===== src/rtl/hazard_pkg.sv =====
// Shared encodings for the hazard/stall controller: forwarding selects and FSM states.
package hazard_pkg;

  typedef enum logic [1:0] {
    FWD_RF      = 2'b00,
    FWD_EXE     = 2'b01,
    FWD_MEM_ALU = 2'b10,
    FWD_MEM_LD  = 2'b11
  } fwd_e;

  typedef enum logic {
    IDLE  = 1'b0,
    STALL = 1'b1
  } state_e;

  // EXE outranks MEM; register 0 is hard-wired and never forwards.
  function automatic fwd_e fwd_sel(
    input logic [4:0] src,
    input logic [4:0] ex_rn,
    input logic       ex_wreg,
    input logic       ex_m2reg,
    input logic [4:0] mem_rn,
    input logic       mem_wreg,
    input logic       mem_m2reg
  );
    if (ex_wreg && !ex_m2reg && ex_rn != 5'd0 && ex_rn == src)
      return FWD_EXE;
    else if (mem_wreg && !mem_m2reg && mem_rn != 5'd0 && mem_rn == src)
      return FWD_MEM_ALU;
    else if (mem_wreg && mem_m2reg && mem_rn != 5'd0 && mem_rn == src)
      return FWD_MEM_LD;
    else
      return FWD_RF;
  endfunction

endpackage


===== src/rtl/hazard_shadow_pipe.sv =====
// Shadow copy of the EXE/MEM destination and control bits, tracking the real
// pipeline registers including bubble insertion at ID/EXE.
module hazard_shadow_pipe (
  input  logic       clk,
  input  logic       clrn,
  input  logic       bubble,
  input  logic [4:0] id_rn,
  input  logic       id_wreg,
  input  logic       id_m2reg,
  input  logic       id_wz,
  output logic [4:0] ex_rn,
  output logic       ex_wreg,
  output logic       ex_m2reg,
  output logic       ex_wz,
  output logic [4:0] mem_rn,
  output logic       mem_wreg,
  output logic       mem_m2reg
);

  always_ff @(posedge clk or negedge clrn) begin
    if (!clrn) begin
      ex_rn     <= '0;
      ex_wreg   <= 1'b0;
      ex_m2reg  <= 1'b0;
      ex_wz     <= 1'b0;
      mem_rn    <= '0;
      mem_wreg  <= 1'b0;
      mem_m2reg <= 1'b0;
    end else begin
      mem_rn    <= ex_rn;
      mem_wreg  <= ex_wreg;
      mem_m2reg <= ex_m2reg;
      // A bubble only kills the control bits; the destination field is left as-is.
      if (bubble) begin
        ex_wreg  <= 1'b0;
        ex_m2reg <= 1'b0;
        ex_wz    <= 1'b0;
      end else begin
        ex_rn    <= id_rn;
        ex_wreg  <= id_wreg;
        ex_m2reg <= id_m2reg;
        ex_wz    <= id_wz;
      end
    end
  end

endmodule


===== src/rtl/hazard_stall_ctrl.sv =====
// Load-use / Z-flag hazard detection, multi-cycle bubble FSM, operand forwarding
// selects and a saturating stall-cycle counter.
module hazard_stall_ctrl
  import hazard_pkg::*;
#(
  parameter int LOAD_LAT = 1,
  parameter int CNT_W    = 16
) (
  input  logic             clk,
  input  logic             clrn,
  input  logic [4:0]       id_rs,
  input  logic [4:0]       id_rt,
  input  logic             id_use_rs,
  input  logic             id_use_rt,
  input  logic             id_use_z,
  input  logic [4:0]       id_rn,
  input  logic             id_wreg,
  input  logic             id_m2reg,
  input  logic             id_wz,
  output logic             lock_write,
  output logic             pc_hold,
  output logic             ifid_hold,
  output logic [1:0]       fwd_a,
  output logic [1:0]       fwd_b,
  output logic [CNT_W-1:0] stall_cycles
);

  logic [4:0] ex_rn, mem_rn;
  logic       ex_wreg, ex_m2reg, ex_wz;
  logic       mem_wreg, mem_m2reg;

  state_e     state, state_n;
  logic [2:0] cnt, cnt_n;
  logic       load_use, z_haz;

  hazard_shadow_pipe u_shadow (
    .clk       (clk),
    .clrn      (clrn),
    .bubble    (lock_write),
    .id_rn     (id_rn),
    .id_wreg   (id_wreg),
    .id_m2reg  (id_m2reg),
    .id_wz     (id_wz),
    .ex_rn     (ex_rn),
    .ex_wreg   (ex_wreg),
    .ex_m2reg  (ex_m2reg),
    .ex_wz     (ex_wz),
    .mem_rn    (mem_rn),
    .mem_wreg  (mem_wreg),
    .mem_m2reg (mem_m2reg)
  );

  always_comb begin
    load_use = ex_wreg && ex_m2reg && (ex_rn != 5'd0) &&
               ((id_use_rs && id_rs == ex_rn) || (id_use_rt && id_rt == ex_rn));
    z_haz    = id_use_z && ex_wz;
  end

  always_ff @(posedge clk or negedge clrn) begin
    if (!clrn) begin
      state <= IDLE;
      cnt   <= '0;
    end else begin
      state <= state_n;
      cnt   <= cnt_n;
    end
  end

  always_comb begin
    state_n    = state;
    cnt_n      = cnt;
    lock_write = 1'b0;
    unique case (state)
      IDLE: begin
        if (load_use) begin
          lock_write = 1'b1;
          if (LOAD_LAT > 1) begin
            state_n = STALL;
            cnt_n   = 3'(LOAD_LAT - 1);
          end
        end else if (z_haz) begin
          lock_write = 1'b1;
        end
      end
      STALL: begin
        lock_write = 1'b1;
        cnt_n      = cnt - 3'd1;
        if (cnt == 3'd1) state_n = IDLE;
      end
      default: state_n = IDLE;
    endcase
  end

  assign pc_hold   = lock_write;
  assign ifid_hold = lock_write;

  assign fwd_a = fwd_sel(id_rs, ex_rn, ex_wreg, ex_m2reg, mem_rn, mem_wreg, mem_m2reg);
  assign fwd_b = fwd_sel(id_rt, ex_rn, ex_wreg, ex_m2reg, mem_rn, mem_wreg, mem_m2reg);

  always_ff @(posedge clk or negedge clrn) begin
    if (!clrn)
      stall_cycles <= '0;
    else if (lock_write && stall_cycles != '1)
      stall_cycles <= stall_cycles + CNT_W'(1);
  end

endmodule


===== config.mk =====
export PLATFORM = sky130hd
export DESIGN_NAME = hazard_stall_ctrl
export DESIGN_NICKNAME = d
export VERILOG_FILES = /design/src/rtl/hazard_pkg.sv /design/src/rtl/hazard_shadow_pipe.sv /design/src/rtl/hazard_stall_ctrl.sv
export SDC_FILE = /design/constraint.sdc
export NUM_CORES = 1
export LEC_CHECK = 0
export BUFFER_PORTS_ARGS = -buffer_cell sky130_fd_sc_hd__buf_2
export CAP_MARGIN = 0
export CORE_ASPECT_RATIO = 2
export CORE_UTILIZATION = 54
export CTS_BUF_LIST = sky130_fd_sc_hd__clkbuf_4
export DETAILED_ROUTE_END_ITERATION = 12
export GPL_ROUTABILITY_DRIVEN = 0
export PLACE_DENSITY = 0.81
export SYNTH_ARGS = -nofsm -noshare
export SYNTH_HDL_FRONTEND = slang
export SYNTH_SLANG_ARGS = --single-unit
export TNS_END_PERCENT = 20

===== constraint.sdc =====
create_clock -name clk -period 2.11 [get_ports clk]
set_input_delay 0.211 -clock clk [delete_from_list [all_inputs] [get_ports clk]]
set_output_delay 0.211 -clock clk [all_outputs]
set_load 0.01 [all_outputs]

* Yosys cells after proc, flatten, opt, wreduce, memory -nomap -nowiden
Cells that the tools add are included.
** Operators by class
- Multiplexer cells :: 14
- Eq/ne operators :: 8
- Bitwise logic cells :: 1
- $add $sub $neg :: 2
- Reduce and logical (&&, ||, !) cells :: 24
** Operators with widths (count)
- 5-bit equality test :: 6
- 1-bit logical AND :: 19
- 16-bit by 1-bit adder with 16-bit output (second input constant) :: 1
- 16-bit inequality test (second input constant) :: 1
- 2-bit two-way mux :: 6
- 5-bit nonzero test :: 2
- 1-bit two-way mux :: 7
- 3-bit by 1-bit equality test with 1-bit output (second input constant) :: 1
- 3-bit by 1-bit subtractor with 3-bit output (second input constant) :: 1
- 1-bit logical NOT :: 2
- 1-bit case mux with 2 select lines :: 1
- 1-bit logical OR :: 1
- 1-bit inverter :: 1
** Storage, ports and cells
- Flip-flop bits (word level) :: 35
- Output and inout port bits :: 23
- Bits of input ports :: 23
- Logic and storage cells :: 59

* Logic depth before layout (Yosys ltp)
- Depth after elaboration :: 7
- Gate-level depth with buffers :: 8
- Gate-level depth less buffers :: 7

* By module
Synthesis repeated with hierarchy kept, for this count alone.
** Second synthesis, totals
- Cells, all modules :: 155
- Area total of the unflattened synthesis :: 1780.5 um^2
** By module, submodules not included
- hazard_stall_ctrl :: area an instance 1292.5 um^2, seq. area each 500.5 um^2, times used 1, cells an instance 131
- hazard_shadow_pipe :: area an instance 488.0 um^2, seq. area each 375.4 um^2, times used 1, cells an instance 24

* Worst setup path before layout
No wires, ideal clock.
- Path kind :: register to register
- Start :: register u_shadow.ex_rn[2]
- End :: register u_shadow.ex_rn[4]
- Stages on the path, launching flop included :: 8
- Clock period less this slack :: 1884 ps
- Arrival time :: 1756 ps
- Slack :: 226 ps
- Library setup time :: 128 ps
- Path through :: dfrtp_1 xor2_1 nor3_1 nand3_1 o22a_2 o21ai_2 buf_6 mux2_1
** Between the ends
- Cells in the longest elaborated chain, start to end :: 6
** Ends and longest elaborated chain
- from (decl) :: RTL line hazard_shadow_pipe.sv:11 : output logic [4:0] ex_rn,
- from (signal assigned) :: RTL line hazard_shadow_pipe.sv:39 : ex_rn <= id_rn;
- 5-bit equality test :: RTL line hazard_stall_ctrl.sv:55 : ((id_use_rs && id_rs == ex_rn) || (id_use_rt && id_rt == ex_rn));
- 1-bit logical AND :: RTL line hazard_stall_ctrl.sv:55
- 1-bit logical OR :: RTL line hazard_stall_ctrl.sv:55
- 1-bit logical AND * :: RTL line hazard_stall_ctrl.sv:54 : load_use = ex_wreg && ex_m2reg && (ex_rn != 5'd0) &&
- 1-bit two-way mux * :: RTL line hazard_stall_ctrl.sv:75 : if (load_use) begin
- 1-bit case mux with 2 select lines * :: RTL line hazard_stall_ctrl.sv:73 : unique case (state)
- named net ifid_hold :: RTL line hazard_stall_ctrl.sv:22 : output logic ifid_hold,
Mark *: on every way through the listed nets, which the timed path passes. The rest lies on a longest branch.
A chain may end at the register's enable or synchronous reset.

* Worst setup path after layout
- Start :: register u_shadow.ex_rn[1]
- End :: output port lock_write
** Between the ends
- Cells in the longest elaborated chain, start to end :: 6
** Ends and longest elaborated chain
- 5-bit equality test :: RTL line hazard_stall_ctrl.sv:55
- 1-bit logical AND :: RTL line hazard_stall_ctrl.sv:55
- 1-bit logical OR :: RTL line hazard_stall_ctrl.sv:55
- 1-bit logical AND * :: RTL line hazard_stall_ctrl.sv:54
- 1-bit two-way mux * :: RTL line hazard_stall_ctrl.sv:75
- 1-bit case mux with 2 select lines * :: RTL line hazard_stall_ctrl.sv:73
- to (decl) :: RTL line hazard_stall_ctrl.sv:20 : output logic lock_write,
Mark *: on every way between the ends. The rest lies on a longest branch, timed or not.

==> flow_metrics.py <==
metrics = {
    "grt": {
        "grt_pass1_wl_mm": 6.67,
        "antenna_found_initial": 0,
        "grt_pass1_vias": 1457,
        "grt_usage_pct": 25.3,
        "globalRouteOverflowTotal": 0,
        "grt_max_degree": 36,
    },
    "logic_synthesis": {
        "syn_avg_cell_area_sq_um": 11.4,
        "async_reset_ff_share_pct": 100,
        "synth_area_leaders": "dfrtp_1 49%, xnor2_1 9.8%, xor2_1 6.8%",
        "synth_area_sq_um": 1790,
        "ys_ff_latch": 35,
        "synth_nets": 183,
        "synth_largest_area_cell": "dfrtp_1",
        "synth_edf_count": 0,
        "ys_seq_area_share_pct": 48.8,
        "synth_cells": 157,
        "synthDominantCellAreaShare_pct": 48.8,
        "ys_types": 36,
        "ys.flop_type": "dfrtp_1",
        "yosys_warnings": 0,
    },
    "clock_network": {
        "clk_pin_slew_ns": 0.11,
        "insertion_delay_ns": 0.34,
        "cts_tree": "yes",
        "cts_root_buffer": "clkbuf_4",
        "htreeDepth": 2,
        "cts_buffers": 5,
        "clockBufferDepth": 2,
        "clock_sinks": 35,
    },
    "die": {
        "core_sq_um": 3160,
        "rows": 29,
        "dieArea_sq_um": 3570,
        "chipHeight_um": 83.5,
        "die_w_um": 42.8,
        "start_util_pct": 56.8,
        "ios": 46,
    },
    "cells_and_area": {
        "syn_to_final_growth_pct": 29.0,
        "layout-drive-gt1-share_pct": 40.4,
        "antennaDiodeCount": 0,
        "nNetsFinal": 248,
    },
    "pwr": {
        "p_total_mw": 1.62,
        "p_int_mw": 1.09,
        "p_clk_share_pct": 22.1,
        "pwr-share-comb_pct": 26.3,
        "leakage_nw": 1.11,
        "swShare_pct": 32.5,
        "pwr_density_cell_nw_per_um2": 700,
        "peakVddDrop_uv": 708,
        "switchingPower_uw": 527,
        "seqPwrFrac_pct": 51.6,
    },
    "min_path": {
        "min_path_type": "input pin to flip-flop",
    },
    "placement": {
        "dp_hpwl_mm": 2.92,
        "pre_cts_slack_ns": 0.0165,
        "port_buffers": 45,
    },
    "route": {
        "drcViolationCount": 0,
        "viasPerCell": 5.58,
        "drtAntennaViolNets": 0,
        "vias": 1417,
        "wire_per_inst_um": 16.6,
        "drt_iter0_markers": 18,
        "totalWireLength_mm": 4.21,
        "first_pass_iters": 5,
    },
    "run_status": {
        "outcome": "complete, but fails checks",
        "violations": "setup timing",
    },
    "setup_path": {
        "cp_max_fo": 4,
        "arrival_ns": 2.02,
        "worstSetupStartpointType": "flip-flop",
        "worst-endpoint-required_ns": 1.90,
        "crit_path_end_kind": "output pin",
        "criticalPathCategory": "flip-flop to output pin",
    },
    "timing": {
        "min_period_over_period_pct": 106,
        "fmax_mhz": 449,
        "min_period_ns": 2.23,
        "worst_pin_slew_ns": 0.762,
        "finClkSkew_ns": 0.00893,
        "hold_violations": 0,
        "worst_slack_ns": -0.119,
        "setup_tns_ns": -0.587,
        "finalSetupViolations": 12,
        "drv_slew": 0,
        "rsz0062_at_grt": "true",
        "hold_ws_ns": 0.0628,
        "max_slew_margin_pct": 49.2,
    },
    "job": {
        "drv_cap": 0,
    },
}
==> flip-flops by register name, indices dropped and copies added (netlist names) <==
register / count
u_shadow.ex_wreg: 1
state: 1
u_shadow.ex_wz: 1
u_shadow.ex_rn: 5
u_shadow.ex_m2reg: 1
u_shadow.mem_wreg: 1
u_shadow.mem_rn: 5
stall_cycles: 16
cnt: 3
u_shadow.mem_m2reg: 1
==> metrics by stage <==
| stage | utilization (%) | cells | area [sq um] |
|---|---|---|---|
| after floorplan | - | 157 | 1790 |
| after detailed placement | 65.1 | 233 | 2050 |
| final | 73.3 | 254 | 2310 |
| after CTS | 70.1 | 248 | 2210 |
| after global placement | 65.1 | 233 | 2050 |
| after global routing | 73.3 | 254 | 2310 |
==> critical path, stage by stage, from the launching register on <==
cell,delay (ns)
dfrtp_2,0.45
buf_4,0.15
xnor2_1,0.20
nand3_1,0.13
o22a_2,0.30
o21ai_4,0.18
buf_6,0.13
buf_2,0.13
==> worst paths after layout <==
| path | from | end | slack, ns | cells after the start |
|---|---|---|---|---|
| max | u_shadow.ex_rn[1] | lock_write | -0.12 | 7 |
| min | id_wreg | u_shadow.ex_wreg | 0.06 | 3 |
| max reg2reg | u_shadow.ex_rn[1] | u_shadow.ex_rn[0] | -0.04 | 8 |
| min reg2reg | u_shadow.ex_rn[2] | u_shadow.mem_rn[2] | 0.48 | 0 |
| max in group asynchronous | clrn | u_shadow.ex_rn[4] | 1.10 | 2 |
| min in group asynchronous | clrn | stall_cycles[7] | 0.47 | 2 |
==> layout by cell type, fill, tap and decap left out, types with 2 or more instances in the layout <==
cell type	synthesis	routed
buf_2	0	44
dfrtp_1	35	32
xnor2_1	20	20
xor2_1	14	14
buf_4	2	11
inv_1	8	8
nor3_1	9	8
nand2_1	8	8
nand3_1	6	6
clkbuf_4	0	6
nor2_1	5	5
nand4_1	5	5
and3_1	5	5
mux2_1	5	4
nand3_2	4	4
buf_6	2	4
o21ai_4	1	3
ha_1	3	3
dfrtp_2	0	3
o21bai_1	2	2
a21oi_1	2	2
mux2_4	0	2
clkinv_1	0	2
buf_12	0	2
==> timing repair <==
item | 4_1_cts | 5_1_grt
gates cloned | 0 | 1
hold buffers | 1 | 0
setup buffers | 6 | 6
gates resized for setup | 9 | 7
endpoints found under the setup margin | 8 | 27
hold endpoints to repair | 35 | 0
pin swaps | 11 | 7
==> power groups by stage <==
stage / Combinational [mW] / Clock [mW] / Sequential [mW]
2_1_floorplan: 0.185 / 0 / 0.861
3_3_place_gp: 0.345 / 0 / 0.835
3_5_place_dp: 0.357 / 0 / 0.843
4_1_cts: 0.383 / 0.373 / 0.833
5_1_grt: 0.461 / 0.403 / 0.847
6_report: 0.426 / 0.359 / 0.835
==> metal layers <==
metal  GRT usage (%)  share of wire [%]  vias to the layer above
li1                -                  -                      667
met1            26.5                 35                      688
met2            46.0                 58                       50
met3            4.98                3.8                       12
met4            11.4                2.9                        0
met5               0                  0                        -
==> cell usage after synthesis, types with 3 or more instances <==
master and instances:
and3_1 5, dfrtp_1 35, ha_1 3, inv_1 8, mux2_1 5, nand2_1 8
nand3_1 6, nand3_2 4, nand4_1 5, nor2_1 5, nor3_1 9, xnor2_1 20
xor2_1 14
==> logic make-up (layout without fill, tap and decap cells) <==
| family | count (synthesis) | count (layout) | synth area share, % |
|---|---|---|---|
| and+or+nand+nor | 48 | 48 | 16.0 |
| adders and majority gates | 3 | 3 | 2.09 |
| buffers and inverters | 13 | 79 | 3.97 |
| muxes | 8 | 8 | 4.95 |
| AOI/OAI and AO/OA | 15 | 15 | 6.70 |
| xor gates and xnor gates | 35 | 35 | 17.5 |
| DFF | 35 | 35 | 48.8 |
==> final cells by class <==
type / instances / area [sq um]
clock buffers: 6 / 45.0
clock inverters: 2 / 7.51
fillers: 215 / 842
inverters: 8 / 30.0
multi-input cells: 109 / 891
flip-flops and latches: 35 / 880
well taps: 31 / 38.8
repair buffers: 63 / 423
(Power assumes the default switching activity.)
